--- src/rtl/set_multi_counter.sv ---
// Raster-scans a GRID x GRID lattice once per job and counts the points satisfying a set expression over three circles.
// Optional SET_RESULT_HOLD_EN: valid is held from OUT until the next job is accepted instead of pulsing for one cycle.
module set_multi_counter #(
    parameter int GRID = 8,
    parameter int CW   = 4
) (
    input  logic              clk,
    input  logic              rst,
    input  logic              en,
    input  logic [6*CW-1:0]   central,
    input  logic [3*CW-1:0]   radius,
    input  logic [2:0]        mode,
    output logic              busy,
    output logic              valid,
    output logic [2*CW:0]     candidate
);

    typedef enum logic [1:0] {IDLE = 2'd0, READ = 2'd1, SCAN = 2'd2, OUT = 2'd3} state_t;

    localparam logic [CW-1:0] GMAX = CW'(GRID);
    localparam logic [CW-1:0] ONE  = {{(CW-1){1'b0}}, 1'b1};

    state_t            state_q, state_d;
    logic [CW-1:0]     x_q, x_d, y_q, y_d;
    logic [2*CW:0]     cnt_q, cnt_d, cand_q, cand_d;
    logic              valid_q, valid_d;
    logic [6*CW-1:0]   central_q, central_d;
    logic [3*CW-1:0]   radius_q, radius_d;
    logic [2:0]        mode_q, mode_d;
    logic              in_a, in_b, in_c, hit;

    // Differences are sign-extended before squaring so the product never wraps.
    function automatic logic in_circle(input logic [CW-1:0] cx, input logic [CW-1:0] cy,
                                       input logic [CW-1:0] r, input logic [CW-1:0] px,
                                       input logic [CW-1:0] py);
        logic signed [CW:0]     dx, dy;
        logic signed [2*CW+1:0] dxe, dye;
        logic [2*CW+1:0]        sqx, sqy;
        logic [2*CW+2:0]        sum;
        logic [2*CW-1:0]        r2;
        dx  = $signed({1'b0, cx}) - $signed({1'b0, px});
        dy  = $signed({1'b0, cy}) - $signed({1'b0, py});
        dxe = {{(CW+1){dx[CW]}}, dx};
        dye = {{(CW+1){dy[CW]}}, dy};
        sqx = $unsigned(dxe * dxe);
        sqy = $unsigned(dye * dye);
        sum = {1'b0, sqx} + {1'b0, sqy};
        r2  = {{CW{1'b0}}, r} * {{CW{1'b0}}, r};
        return sum <= {3'b000, r2};
    endfunction

    always_comb begin
        in_a = in_circle(central_q[6*CW-1 -: CW], central_q[5*CW-1 -: CW],
                         radius_q[3*CW-1 -: CW], x_q, y_q);
        in_b = in_circle(central_q[4*CW-1 -: CW], central_q[3*CW-1 -: CW],
                         radius_q[2*CW-1 -: CW], x_q, y_q);
        in_c = in_circle(central_q[2*CW-1 -: CW], central_q[CW-1 -: CW],
                         radius_q[CW-1 -: CW], x_q, y_q);
        case (mode_q)
            3'd0:    hit = in_a;
            3'd1:    hit = in_a & in_b;
            3'd2:    hit = in_a ^ in_b;
            3'd3:    hit = in_a | in_b;
            3'd4:    hit = (in_a & in_b & ~in_c) | (in_a & ~in_b & in_c) | (~in_a & in_b & in_c);
            3'd5:    hit = in_a & in_b & in_c;
            default: hit = 1'b0;
        endcase
    end

    always_comb begin
        state_d   = state_q;
        x_d       = x_q;
        y_d       = y_q;
        cnt_d     = cnt_q;
        cand_d    = cand_q;
        central_d = central_q;
        radius_d  = radius_q;
        mode_d    = mode_q;
        case (state_q)
            IDLE: state_d = READ;
            READ: begin
                if (en) begin
                    state_d   = SCAN;
                    central_d = central;
                    radius_d  = radius;
                    mode_d    = mode;
                    cnt_d     = '0;
                    x_d       = ONE;
                    y_d       = ONE;
                end
            end
            SCAN: begin
                cnt_d = cnt_q + {{(2*CW){1'b0}}, hit};
                if (x_q == GMAX) begin
                    x_d = ONE;
                    if (y_q == GMAX) begin
                        state_d = OUT;
                        cand_d  = cnt_d;
                    end else begin
                        y_d = y_q + ONE;
                    end
                end else begin
                    x_d = x_q + ONE;
                end
            end
            OUT:     state_d = READ;
            default: state_d = IDLE;
        endcase
`ifdef SET_RESULT_HOLD_EN
        valid_d = (state_d == OUT) || (valid_q && (state_d == READ));
`else
        valid_d = (state_d == OUT);
`endif
    end

    always_ff @(posedge clk) begin
        if (rst) begin
            state_q   <= IDLE;
            x_q       <= ONE;
            y_q       <= ONE;
            cnt_q     <= '0;
            cand_q    <= '0;
            valid_q   <= 1'b0;
            central_q <= '0;
            radius_q  <= '0;
            mode_q    <= '0;
        end else begin
            state_q   <= state_d;
            x_q       <= x_d;
            y_q       <= y_d;
            cnt_q     <= cnt_d;
            cand_q    <= cand_d;
            valid_q   <= valid_d;
            central_q <= central_d;
            radius_q  <= radius_d;
            mode_q    <= mode_d;
        end
    end

    assign busy      = (state_q != READ);
    assign valid     = valid_q;
    assign candidate = cand_q;

endmodule

--- config.mk ---
export PLATFORM = sky130hd
export DESIGN_NAME = set_multi_counter
export DESIGN_NICKNAME = d
export VERILOG_FILES = /design/src/rtl/set_multi_counter.sv
export SDC_FILE = /design/constraint.sdc
export NUM_CORES = 1
export LEC_CHECK = 0
export ABC_AREA = 1
export BUFFER_PORTS_ARGS = -buffer_cell sky130_fd_sc_hd__buf_4
export CAP_MARGIN = 5
export CORE_UTILIZATION = 50
export CTS_CLUSTER_SIZE = 12
export DETAILED_ROUTE_END_ITERATION = 10
export PLACE_DENSITY = 0.76
export SLEW_MARGIN = 20
export SYNTH_ARGS = -nofsm -noshare
export SYNTH_HDL_FRONTEND = slang
export SYNTH_SLANG_ARGS = --single-unit
--- constraint.sdc ---
create_clock -name clk -period 20.5 [get_ports clk]
set_input_delay 1.025 -clock clk [delete_from_list [all_inputs] [get_ports clk]]
set_output_delay 1.025 -clock clk [all_outputs]
set_load 0.005 [all_outputs]
==> results.ini <==
[routing]
ant_nets=0
wire_per_inst_um=12.3
drcViolationCount=0
wl_final_mm=20.2
drt_pass1_iterations=5
drt_initial_violations=336
vias_per_cell=4.91
vias=8069

[clocking]
hold_buffers=0
clk_transition_reported_paths_ns=0.06
cts_root_buffer=clkbuf_16
cts.sinks=68
post_cts_buffers=0
worst_skew_pair.late_latency_ns=0.33
post_cts_resize_count=0
ctsLongestPathBuffers=2
clock_tree.htree_level_count=3
tritoncts_buffers=9
cts_tree=built

[floorplanning]
core_area_sq_mm=0.0195
rows=51
num_io_pins=53
fp.dieW_um=143
initial_core_util_pct=51.0
floorplan.die_area_sq_mm=0.0205
die_height_um=143

[grt]
global_route_wire_length_before_repair_mm=34.6
grt_antenna_before_repair=0
grt_pass1_vias=7789
global_route.usage.total_pct=21.1
grt_max_degree=57
global_route.overflow_total=0

[sta]
timing.max_slew.rel_slack_pct=32.7
clock_skew_ns=0.00534
finalHoldViolCount=0
totalNegativeSetupSlack_ns=0
setup-violations-final=0
min_period_over_period_pct=37.9
grt_setup_unrepaired=no
final.min_clock_period_ns=7.77
drv_slew=0
worstMarginPinSlew_ns=1.01
maximum_operating_frequency_ghz=0.129

[yosys]
netlist_area_sq_mm=0.00996
number_of_enable_flip_flop_cells_after_synthesis=0
ys_async_sr_fraction_pct=0
synth.avg_cell_area_sq_um=7.58
synth_seq_area_share_pct=13.7
total_of_flip_flops_plus_latches_after_synthesis=68
syn_inst_count=1315
portion_of_synthesized_cell_area_occupied_by_the_leading_cell_type_pct=20.0
synth_area_leader_cell=ha_1
ys.warnings.count=0
ys_types=41
ys_dominant_reg_cell=dfxtp_1
synth.top_cells.by_area=ha_1 (20%), fa_1 (19%), dfxtp_1 (14%)

[worst_setup_path]
timing_worst_setup_path_type=flop to flop
crit_fanout=7
r2r_slack_ns=12.73
cp_slowest_cell=fa_1
required_arrival_time_at_the_worst_endpoint_ns=20.77
crit_path_end=cnt_q[8]
endpoint_kind=flop
critical-path-max-stage-delay_ns=0.47
crit_top_cell=nand2_1
cp-startpoint=y_q[0]
crit-reg2reg-capture=cnt_q[8]
critPathArrivalTime_ns=8.04
critical_path.reg2reg.startpoint=y_q[0]
critical_path.startpoint_type=flop
timing.reg2reg.worst_path_depth=43

[placement]
port-buffer-count=52
detailed_place_hpwl_mm=17.0
dpl.cell_count=1627
routabilityCongestion=0.879

[outcome]
outcome=finished, final reports clean

[finish]
filler_cell_count=1825
finish.net_count=1670
post_route_cells_drive_above_1_share_pct=6.68
most_common_library_cell_in_the_layout_ignoring_fill_and_taps=inv_1
syn2layout_area_growth_pct=10.3
antenna_cells_inserted=0
layoutNonFillerInstCount=1643
mostFrequentLayoutCells=inv_1 (273), nand2_1 (179), nor2_1 (171), ha_1 (159), fa_1 (96)

[min_path]
hold_class=flop to flop

[flow_run]
max_cap_violations=0

==> kinds of logic (layout without fill, tap and decap cells) <==
family | after synthesis | after routing | share of synthesized area, %
compound gates | 185 | 185 | 10.5
xor+xnor | 91 | 91 | 8.28
fa+ha+maj | 255 | 255 | 39.3
buf+inv | 297 | 349 | 11.3
flops | 68 | 68 | 13.7
other cells | 1 | 12 | 0.0376
simple gates | 418 | 418 | 17.0
==> synthesized netlist by cell type, types with 2 or more instances <==
cell type,instances
nand2_1,180
or2_1,2
xor2_1,57
a31o_2,3
a21o_1,12
nor2_1,171
ha_1,159
o211ai_1,3
fa_1,96
inv_1,273
a21oi_1,83
dfxtp_1,68
o31ai_1,3
clkbuf_1,12
buf_2,5
xnor3_1,2
o21ai_0,53
nor3_1,7
nand4_1,8
o21ai_1,11
nand3_1,39
xnor2_1,32
a31oi_2,4
nand2_2,2
a31oi_1,7
inv_2,5
nor2_2,3
clkinv_1,2
==> per-layer routing <==
metal	vias to the layer above	part of all wire, %	track usage, %
met3	31	2.3	2.38
met2	92	49	36.9
met4	0	2.8	7.64
met5	-	0	0
met1	3729	46	26.7
li1	4217	-	-
==> how the worst min path moves through the flow <==
stage,start,to,slack (ns),depth (start not counted)
after floorplan,central_q[0],central_q[0],0.43,2
after global placement,central_q[16],central_q[16],0.45,2
after detailed placement,central_q[16],central_q[16],0.46,2
after CTS,central_q[16],central_q[16],0.47,2
after global routing,cnt_q[0],cnt_q[0],0.50,2
final,central_q[16],central_q[16],0.47,2
==> area by class of cell <==
cell class,count,area [sq um],share of cell area (%)
well taps,265,332,3.02
multi-input cells,961,7520,68.5
flip-flops and latches,68,1360,12.4
repair buffers,53,398,3.62
clock buffers,9,225,2.05
clock inverters,7,98.8,0.899
inverters,280,1050,9.56
==> flip-flops by register name (all words and copies together), names as in the netlist <==
signal	flops
state_q	2
valid	1
central_q	24
mode_q	3
y_q	4
candidate	9
cnt_q	9
radius_q	12
x_q	4
==> worst max-delay path, delay by kind of cell, from the launching register on <==
| kind | cells | cell delay (ns) |
|---|---|---|
| xor gates and xnor gates | 3 | 0.53 |
| AOI/OAI and AO/OA | 6 | 1.02 |
| DFF | 1 | 0.45 |
| buffers and inverters | 5 | 0.40 |
| adders and majority gates | 11 | 3.65 |
| and+or+nand+nor | 18 | 1.67 |
==> metrics by stage <==
step	setup slack (ns)	area, sq um	hold slack (ns)	util [%]
after floorplan	13.52	10000	0.433	-
after global placement	12.89	10700	0.453	54.6
after detailed placement	12.76	10700	0.458	54.6
after CTS	12.71	11000	0.467	56.3
after global routing	12.01	11000	0.501	56.3
final	12.73	11000	0.467	56.3
Power is not shown: default switching activity piles up to over one toggle a cycle in this logic, so the estimate is an artifact.
